$ cat src/rtl/dmem_port_arbiter_if.sv
// One requester port of the data-RAM arbiter: request handshake, payload and the
// one-cycle-later response.
interface dmem_port_arbiter_if #(
    parameter int unsigned ADDR_WIDTH = 6,
    parameter int unsigned DATA_WIDTH = 32
);
    logic                  valid;
    logic                  ready;
    logic                  we;
    logic [1:0]            size;
    logic                  isUnsigned;
    logic [ADDR_WIDTH-1:0] addr;
    logic [DATA_WIDTH-1:0] wdata;
    logic                  rvalid;
    logic [DATA_WIDTH-1:0] rdata;
    logic                  err;

    modport master (
        output valid, we, size, isUnsigned, addr, wdata,
        input  ready, rvalid, rdata, err
    );

    modport slave (
        input  valid, we, size, isUnsigned, addr, wdata,
        output ready, rvalid, rdata, err
    );
endinterface

$ cat src/rtl/dmem_port_arbiter.sv
// Round-robin arbiter sharing one byte-write data RAM between two requesters, with
// lane-enable generation, store-data replication and load extraction/extension.
module dmem_port_arbiter #(
    parameter int unsigned ADDR_WIDTH = 6,
    parameter int unsigned NUM_COL    = 4,
    parameter int unsigned COL_WIDTH  = 8,
    parameter int unsigned DATA_WIDTH = NUM_COL * COL_WIDTH
) (
    input  logic                  clk,
    input  logic                  reset,
    dmem_port_arbiter_if.slave    m0,
    dmem_port_arbiter_if.slave    m1,
    output logic                  ram_en,
    output logic [NUM_COL-1:0]    ram_we,
    output logic [ADDR_WIDTH-1:0] ram_addr,
    output logic [DATA_WIDTH-1:0] ram_din,
    input  logic [DATA_WIDTH-1:0] ram_dout
);

    localparam int unsigned OFF_W    = $clog2(NUM_COL);
    localparam int unsigned SH_W     = $clog2(DATA_WIDTH);
    localparam int unsigned HALF_REP = NUM_COL / 2;
    localparam int unsigned HALF_W   = 2 * COL_WIDTH;

    localparam logic [1:0] SZ_BYTE = 2'b00;
    localparam logic [1:0] SZ_HALF = 2'b01;
    localparam logic [1:0] SZ_WORD = 2'b10;

    logic                  rrPtr;
    logic                  respValid;
    logic                  respOwner;
    logic                  respErr;
    logic [DATA_WIDTH-1:0] respData;

    logic                  grant0;
    logic                  grant1;
    logic                  granted;
    logic                  access;
    logic                  reqErr;

    logic                  selWe;
    logic [1:0]            selSize;
    logic                  selUns;
    logic [ADDR_WIDTH-1:0] selAddr;
    logic [DATA_WIDTH-1:0] selWdata;
    logic [OFF_W-1:0]      off;

    logic [NUM_COL-1:0]    laneBase;
    logic [DATA_WIDTH-1:0] repData;
    logic [SH_W-1:0]       shAmt;
    logic [DATA_WIDTH-1:0] shifted;
    logic [DATA_WIDTH-1:0] loadData;

    // Lone requester always wins; on contention rrPtr names the preferred side.
    assign grant0  = m0.valid & (~m1.valid | ~rrPtr);
    assign grant1  = m1.valid & (~m0.valid | rrPtr);
    assign granted = grant0 | grant1;

    always_comb begin
        selWe    = m0.we;
        selSize  = m0.size;
        selUns   = m0.isUnsigned;
        selAddr  = m0.addr;
        selWdata = m0.wdata;
        if (grant1) begin
            selWe    = m1.we;
            selSize  = m1.size;
            selUns   = m1.isUnsigned;
            selAddr  = m1.addr;
            selWdata = m1.wdata;
        end
    end

    assign off = selAddr[OFF_W-1:0];

    always_comb begin
        reqErr   = 1'b0;
        laneBase = '0;
        repData  = selWdata;
        unique case (selSize)
            SZ_BYTE: begin
                laneBase = NUM_COL'(1);
                repData  = {NUM_COL{selWdata[COL_WIDTH-1:0]}};
            end
            SZ_HALF: begin
                reqErr   = off[0];
                laneBase = NUM_COL'(3);
                repData  = {HALF_REP{selWdata[HALF_W-1:0]}};
            end
            SZ_WORD: begin
                reqErr   = |off;
                laneBase = '1;
            end
            default: reqErr = 1'b1;
        endcase
    end

    assign access   = granted & ~reqErr;
    assign ram_en   = access;
    assign ram_we   = (access & selWe) ? (laneBase << off) : '0;
    assign ram_addr = granted ? {selAddr[ADDR_WIDTH-1:OFF_W], {OFF_W{1'b0}}} : '0;
    assign ram_din  = (access & selWe) ? repData : '0;

    // Bring the addressed lane(s) down to bit 0, then extend to full width.
    assign shAmt   = SH_W'(off) * SH_W'(COL_WIDTH);
    assign shifted = ram_dout >> shAmt;

    always_comb begin
        loadData = ram_dout;
        if (selSize == SZ_BYTE) begin
            loadData = {{(DATA_WIDTH-COL_WIDTH){~selUns & shifted[COL_WIDTH-1]}},
                        shifted[COL_WIDTH-1:0]};
        end else if (selSize == SZ_HALF) begin
            loadData = {{(DATA_WIDTH-HALF_W){~selUns & shifted[HALF_W-1]}},
                        shifted[HALF_W-1:0]};
        end
    end

    always_ff @(posedge clk or negedge reset) begin
        if (!reset) begin
            rrPtr     <= 1'b0;
            respValid <= 1'b0;
            respOwner <= 1'b0;
            respErr   <= 1'b0;
            respData  <= '0;
        end else begin
            if (granted) begin
                rrPtr <= ~grant1;
            end
            respValid <= granted;
            respOwner <= grant1;
            respErr   <= granted & reqErr;
            respData  <= (access & ~selWe) ? loadData : '0;
        end
    end

    assign m0.ready  = grant0;
    assign m1.ready  = grant1;
    assign m0.rvalid = respValid & ~respOwner;
    assign m1.rvalid = respValid & respOwner;
    assign m0.err    = respValid & ~respOwner & respErr;
    assign m1.err    = respValid & respOwner & respErr;
    assign m0.rdata  = (respValid & ~respOwner) ? respData : '0;
    assign m1.rdata  = (respValid & respOwner) ? respData : '0;

endmodule
$ cat src/flat_wrapper.sv
// flat-port wrapper written by rule: the top's interface ports become plain ports
module dmem_port_arbiter_flat 
#(
    parameter int unsigned ADDR_WIDTH = 6,
    parameter int unsigned NUM_COL    = 4,
    parameter int unsigned COL_WIDTH  = 8,
    parameter int unsigned DATA_WIDTH = NUM_COL * COL_WIDTH
)
  (clk, reset, ram_en, ram_we, ram_addr, ram_din, ram_dout, m0_valid, m0_we, m0_size, m0_isUnsigned, m0_addr, m0_wdata, m0_ready, m0_rvalid, m0_rdata, m0_err, m1_valid, m1_we, m1_size, m1_isUnsigned, m1_addr, m1_wdata, m1_ready, m1_rvalid, m1_rdata, m1_err);
  dmem_port_arbiter_if #(.ADDR_WIDTH(ADDR_WIDTH), .DATA_WIDTH(DATA_WIDTH)) m0_i ();
  dmem_port_arbiter_if #(.ADDR_WIDTH(ADDR_WIDTH), .DATA_WIDTH(DATA_WIDTH)) m1_i ();
  input  logic clk;
  input  logic reset;
  output logic ram_en;
  output logic [NUM_COL-1:0] ram_we;
  output logic [ADDR_WIDTH-1:0] ram_addr;
  output logic [DATA_WIDTH-1:0] ram_din;
  input  logic [DATA_WIDTH-1:0] ram_dout;
  input wire logic [$bits(m0_i.valid)-1:0] m0_valid;
  input wire logic [$bits(m0_i.we)-1:0] m0_we;
  input wire logic [$bits(m0_i.size)-1:0] m0_size;
  input wire logic [$bits(m0_i.isUnsigned)-1:0] m0_isUnsigned;
  input wire logic [$bits(m0_i.addr)-1:0] m0_addr;
  input wire logic [$bits(m0_i.wdata)-1:0] m0_wdata;
  output wire logic [$bits(m0_i.ready)-1:0] m0_ready;
  output wire logic [$bits(m0_i.rvalid)-1:0] m0_rvalid;
  output wire logic [$bits(m0_i.rdata)-1:0] m0_rdata;
  output wire logic [$bits(m0_i.err)-1:0] m0_err;
  input wire logic [$bits(m1_i.valid)-1:0] m1_valid;
  input wire logic [$bits(m1_i.we)-1:0] m1_we;
  input wire logic [$bits(m1_i.size)-1:0] m1_size;
  input wire logic [$bits(m1_i.isUnsigned)-1:0] m1_isUnsigned;
  input wire logic [$bits(m1_i.addr)-1:0] m1_addr;
  input wire logic [$bits(m1_i.wdata)-1:0] m1_wdata;
  output wire logic [$bits(m1_i.ready)-1:0] m1_ready;
  output wire logic [$bits(m1_i.rvalid)-1:0] m1_rvalid;
  output wire logic [$bits(m1_i.rdata)-1:0] m1_rdata;
  output wire logic [$bits(m1_i.err)-1:0] m1_err;
  assign m0_i.valid = m0_valid;
  assign m0_i.we = m0_we;
  assign m0_i.size = m0_size;
  assign m0_i.isUnsigned = m0_isUnsigned;
  assign m0_i.addr = m0_addr;
  assign m0_i.wdata = m0_wdata;
  assign m0_ready = m0_i.ready;
  assign m0_rvalid = m0_i.rvalid;
  assign m0_rdata = m0_i.rdata;
  assign m0_err = m0_i.err;
  assign m1_i.valid = m1_valid;
  assign m1_i.we = m1_we;
  assign m1_i.size = m1_size;
  assign m1_i.isUnsigned = m1_isUnsigned;
  assign m1_i.addr = m1_addr;
  assign m1_i.wdata = m1_wdata;
  assign m1_ready = m1_i.ready;
  assign m1_rvalid = m1_i.rvalid;
  assign m1_rdata = m1_i.rdata;
  assign m1_err = m1_i.err;
  dmem_port_arbiter #(.ADDR_WIDTH(ADDR_WIDTH), .NUM_COL(NUM_COL), .COL_WIDTH(COL_WIDTH), .DATA_WIDTH(DATA_WIDTH)) u_core (.clk(clk), .reset(reset), .m0(m0_i), .m1(m1_i), .ram_en(ram_en), .ram_we(ram_we), .ram_addr(ram_addr), .ram_din(ram_din), .ram_dout(ram_dout));
endmodule
$ cat config.mk
export PLATFORM = sky130hd
export DESIGN_NAME = dmem_port_arbiter_flat
export DESIGN_NICKNAME = d
export VERILOG_FILES = /design/src/rtl/dmem_port_arbiter_if.sv /design/src/rtl/dmem_port_arbiter.sv /design/src/flat_wrapper.sv
export SDC_FILE = /design/constraint.sdc
export NUM_CORES = 1
export LEC_CHECK = 0
export BUFFER_PORTS_ARGS = -buffer_cell sky130_fd_sc_hd__buf_2
export CORE_ASPECT_RATIO = 1.1
export CORE_MARGIN = 2
export CORE_UTILIZATION = 29
export DETAILED_ROUTE_END_ITERATION = 10
export MAX_ROUTING_LAYER = met4
export PLACE_DENSITY = 0.55
export SYNTH_ARGS = -nofsm -noshare
export SYNTH_HDL_FRONTEND = slang
export SYNTH_SLANG_ARGS = --single-unit
$ cat constraint.sdc
create_clock -name clk -period 5.7 [get_ports clk]
set_input_delay 1.14 -clock clk [delete_from_list [all_inputs] [get_ports clk]]
set_output_delay 1.14 -clock clk [all_outputs]
set_load 0.1 [all_outputs]
## Yosys cells after proc, flatten, opt, wreduce, memory -nomap -nowiden

Index checks and enable logic that the tools add are counted.

- Bitwise logic cells: 23
- Muxes and demuxes: 16
- Equality and inequality tests: 2
- Reduce and logical (&&, ||, !) cells: 2
- Shift operators: 2

Operators with widths:

| cell | count |
|---|---|
| 32-bit two-way mux | 7 |
| 32-bit one-hot mux with 2 select lines | 1 |
| 32-bit by 5-bit right shift with 16-bit output | 1 |
| 1-bit bitwise AND | 12 |
| 6-bit two-way mux | 2 |
| 4-bit one-hot mux with 3 select lines | 1 |
| 1-bit inverter | 8 |
| 4-bit two-way mux | 1 |
| 4-bit by 2-bit << shifter with 4-bit output | 1 |
| 1-bit OR | 3 |
| 1-bit one-hot mux with 3 select lines | 1 |
| 2-bit by 1-bit == test with 1-bit output (second input constant) | 1 |
| 2-bit == test (second input constant) | 1 |
| 2-bit zero test | 1 |
| 1-bit two-way mux | 2 |
| 2-bit two-way mux | 1 |
| 2-bit OR reduction | 1 |

- Input port bits: 120
- Register bits after elaboration: 36
- Logic and storage cells: 50

## Logic depth before layout (Yosys ltp)

- Depth after elaboration: 10
- Mapped depth: 17
- Gate-level depth less buffers: 12

## Worst setup path after synthesis

OpenSTA, ideal clock, no wires.

- Kind: in2out
- Start: input m0_valid
- End: output ram_we[0]
- Path buffers: 4
- Cell stages on the path: 16
- Setup slack: -1206 ps
- Required time: 4560 ps
- Arrival: 5766 ps
- Path through: nand2b_1 -> buf_4 -> nand2_8 -> inv_2 -> buf_2 -> buf_2 -> buf_2 -> nand2_1 -> nand2_1 -> inv_1 -> ha_1 -> nand2_1 -> a21oi_1 -> a311oi_4 -> nand3b_2 -> nor3_1

- Cells in the longest elaborated chain, start to end: 10
- Elaborated cells on any way between the ends: 19
- Classes of those cells: eq/ne (2); shift (1); mux (6); bitwise (8); reduce/logical (2)

RTL lines:

| element | RTL line | source |
|---|---|---|
| start: declaration | flat_wrapper.sv:19 | `input wire logic [$bits(m0_i.valid)-1:0] m0_valid;` |
| 1-bit inverter (*) | dmem_port_arbiter.sv:56 | `assign grant1 = m1.valid & (~m0.valid \| rrPtr);` |
| 1-bit OR (*) | dmem_port_arbiter.sv:56 |  |
| 1-bit bitwise AND (*) | dmem_port_arbiter.sv:56 |  |
| named net m1_ready | flat_wrapper.sv:35 | `output wire logic [$bits(m1_i.ready)-1:0] m1_ready;` |
| 2-bit two-way mux / 6-bit two-way mux (equally long branches) | dmem_port_arbiter.sv:65 | `if (grant1) begin` |
| 2-bit == test, or another cell as far along | dmem_port_arbiter.sv:80 | `unique case (selSize)` |
| 1-bit one-hot mux with 3 select lines | dmem_port_arbiter.sv:80 |  |
| 1-bit inverter | dmem_port_arbiter.sv:98 | `assign access = granted & ~reqErr;` |
| 1-bit bitwise AND | dmem_port_arbiter.sv:98 |  |
| 1-bit bitwise AND | dmem_port_arbiter.sv:100 | `assign ram_we = (access & selWe) ? (laneBase << off) : '0;` |
| 4-bit two-way mux (*) | dmem_port_arbiter.sv:100 |  |
| end: declaration | flat_wrapper.sv:15 | `output logic [NUM_COL-1:0] ram_we;` |

The timed path passes the listed nets; every way through them passes the cells marked *.

## Worst setup path after layout

- Start: input m0_valid
- End: output ram_din[19]

- Cells in the longest elaborated chain, start to end: 10
- Elaborated cells on any way between the ends: 19
- Classes of those cells: eq/ne (2); mux (7); bitwise (8); reduce/logical (2)

RTL lines:

| element | RTL line | source |
|---|---|---|
| 1-bit inverter | dmem_port_arbiter.sv:56 |  |
| 1-bit OR | dmem_port_arbiter.sv:56 |  |
| 1-bit bitwise AND | dmem_port_arbiter.sv:56 |  |
| 2-bit two-way mux / 6-bit two-way mux (equally long branches) | dmem_port_arbiter.sv:65 |  |
| 2-bit == test, or another cell as far along | dmem_port_arbiter.sv:80 |  |
| 1-bit one-hot mux with 3 select lines | dmem_port_arbiter.sv:80 |  |
| 1-bit inverter | dmem_port_arbiter.sv:98 |  |
| 1-bit bitwise AND | dmem_port_arbiter.sv:98 |  |
| 1-bit bitwise AND | dmem_port_arbiter.sv:102 | `assign ram_din = (access & selWe) ? repData : '0;` |
| 32-bit two-way mux (*) | dmem_port_arbiter.sv:102 |  |
| end: declaration | flat_wrapper.sv:17 | `output logic [DATA_WIDTH-1:0] ram_din;` |

Mark *: on every way between the ends. The rest lies on a longest branch, timed or not.

==> reports/qor.yml <==
fmax_ghz: 0.1935
initial_core_util_pct: 29.43
synth_area_leaders: "dfrtp_1 (24%), and2_1 (6.4%), and3_1 (6.1%)"
avgSynthCellArea_sq_um: 7.851
min_from: "u_core.rrPtr$_DFFE_PN0P_"
drt_wl_total_mm: 15.60
fin_util_pct: 46.38
core_area_sq_um: 12540
power_density_nw_per_um2: 268.1
synth_area_sq_um: 3690
tightest_slew_ps: 860.0
cts.sinks: 36
setup_slack_ps: 532.1
min_period_ps: 5168
antenna_found_initial: 1
ys_ff_latch: 36
netlist_instances: 470
end_kind: "output pin"
grt_overflow: 0
grt.total_usage_pct: 22.91
dpl_worst_slack_ps: 516.2
num-fill-cells: 1229
cp.arrival_ps: 4030
fin_tns_setup_ps: 0
nets: 800
final_area_sq_um: 5814
drc: 0
hpwl_mm: 12.64
crit_type: "input pin to output pin"
synth_warnings: 0
slew_headroom_pct: 42.67
cap_violations: 0
r2r_start: "u_core.rrPtr$_DFFE_PN0P_"
placed_cell_area_sq_um: 5648
grt_max_degree: 40
critPathBufInv: 5
finalCritPeriodShare_pct: 90.66
routabilityCongestion: 0.8291
required_ps: 4560
p_leak_nw: 2.916
synth_top_area_share_pct: 24.42
drt-pass1-iter-count: 5
hold_violations: 0
cts_max_level: 2
ios: 233
synth_cell_type_count: 60
root_buffer: "clkbuf_16"
drtIter0Drc: 236
regArea_sq_um: 900.9
cp-start-kind: "input pin"
via_per_inst: 5.444
ys_seq_area_share_pct: 24.42
outcome: "finished clean"
synth_top_area_cell: "dfrtp_1"
multi_input_area_sq_um: 2724
num_vias: 4540
crit_top_cell: "nand2_1"
io_buffers: 230
hold_path.class: "flip-flop to flip-flop"
crit_slowest_cell: "a311oi_4"
drt-wirelength-per-cell_microns: 18.71
cts_setup_buffers: 0
area_growth_pct: 57.58
path_cells: "buf_2 > nand2b_1 > nand2_8 > inv_2 > nand2_1 > nand2_1 > inv_1 > ha_1 > nand2_1 > a21oi_1 > a311oi_4 > nand3b_4 > buf_4 > a21oi_2 > buf_12"
grt_pass1_vias: 4695
setup_viol: 0
chipWidth_microns: 111.6
clk_pin_slew_worst_paths_ps: 50
synthFlopType: "dfrtp_1"
synth-edff-count: 0
cts_tree: "yes"
drive_gt1_share_pct: 46.01
ctsHoldBuffers: 0
post_cts_resized: 0
clock_latency_ps: 280
grt_pass1_wl_mm: 24.21
rsz0062_at_grt: "false"
final-max-slew-violation-count: 0
die-area_sq_um: 13640
cp_max_fo: 18
async_reset_ff_share_pct: 100.0
rows: 43
critPathLaunch: "m0_valid"
skew_ps: 2.994
die_h_microns: 122.3
slowest_delay_ps: 440
cts_buffer_depth: 2
cts_buffers: 5
vdd_drop_max_v: 0.0001985
ant_nets: 0
path_delay_family: "simple AND/OR/NAND/NOR gates"
where the power goes:
part	internal (mW)	switching [mW]	leakage (nW)	total, mW
Clock	0.205	0.0968	0.0808	0.302
Sequential	0.285	0.0176	0.480	0.303
Combinational	0.268	0.686	2.35	0.954
worst register-to-register path: cells and delay by family (launching register included):
| family | cells | cell delay [ps] |
|---|---|---|
| AND/OR/NAND/NOR | 3 | 780 |
| AO/OA/AOI/OAI | 3 | 1100 |
| adder cells (fa/ha/maj) | 1 | 170 |
| buffers and inverters | 4 | 610 |
| flip-flops | 1 | 410 |
layout by cell type, fill, tap and decap left out, types with 2 or more instances in the layout:
cell type  synthesis  final
a21o_1             3      3
nor3_1             4      3
inv_1              6      6
a2bb2oi_1          7      7
nor2_4             0      5
buf_12             0     37
conb_1             1      2
dfrtp_1           36     36
nor2b_1            5      5
buf_2             12    193
and2_1            38     38
o22ai_1            7      7
a21oi_2            0      5
or3_1             17     17
o2bb2ai_1          8      8
nor2_1            21      6
o21ai_0            4      4
buf_4              5     12
and3_1            36     36
a21oi_1           44     34
nand2_1           54     54
o21a_1             3      3
a311oi_1           8      8
o2111a_2           0      8
nor2_2             0     10
mux2i_1           16     16
a21oi_4            0      5
clkbuf_16          0      5
mux2_2            17     17
a221oi_1          14     14
o31ai_1           16     16
ha_1               5      5
nand3_1           18     18
routing by layer:
layer / share of wire (%) / global-route usage (%) / vias up
li1: - / - / 2150
met1: 38 / 24.50 / 2100
met2: 50 / 40.43 / 242
met3: 8.1 / 5.580 / 48
met4: 4.1 / 10.49 / 0
met5: 0 / - / -
final timing paths:
kind	end	slack, ps	depth (start not counted)
min in group asynchronous	u_core.respData[2]$_DFF_PN0_	940	1
min reg2reg	u_core.rrPtr$_DFFE_PN0P_	570	1
max	ram_din[19]	530	15
max in group asynchronous	u_core.respData[28]$_DFF_PN0_	4270	1
max reg2reg	u_core.respData[24]$_DFF_PN0_	2480	11
min	u_core.rrPtr$_DFFE_PN0P_	570	1
sequential cells by signal, indices dropped and copies added (netlist names):
name,cells
u_core.respValid,1
u_core.rrPtr,1
u_core.respData,32
u_core.respErr,1
u_core.respOwner,1
cell usage after synthesis, drive strengths merged (2+ instances only):
cell	n
nand2	56
o2bb2ai	8
o31ai	16
clkbuf	25
a21boi	2
a221oi	15
and2	38
o21ai	6
dfrtp	36
a311oi	9
ha	5
nor3	4
o21a	3
nor2	21
o2111a	8
a2bb2oi	8
inv	7
nand3	18
or3	17
o22ai	7
a21o	3
buf	20
mux2i	16
nor2b	5
a21oi	44
and3	36
mux2	17
area by class of cell:
class	count	share of cell area, %
antenna	1	0.04304
clock buffer	6	2.216
clock inverter	2	0.6025
inverter	8	0.5165
multi-input combinational	382	46.85
sequential	36	15.49
tap	157	3.379
timing repair buffer	242	30.90
logic make-up after synthesis:
| kind of cell | Yosys count | synth area share (%) |
|---|---|---|
| AND/OR/NAND/NOR | 204 | 29.57 |
| adder cells (fa/ha/maj) | 5 | 1.695 |
| flip-flops | 36 | 24.41 |
| AO/OA/AOI/OAI | 138 | 27.94 |
| buffers and inverters | 53 | 6.748 |
| multiplexers | 33 | 9.528 |
| other | 1 | 0.1016 |
through the flow:
stage          power (mW)  std cells  hold slack [ps]
2_1_floorplan       1.002        471            481.9
3_3_place_gp        1.253        825            558.5
3_5_place_dp        1.263        825            537.8
4_1_cts             1.568        833            566.3
5_1_grt             1.626        834            596.7
6_report            1.559        834            573.6
No activity file was read; power rests on OpenSTA's default activity.
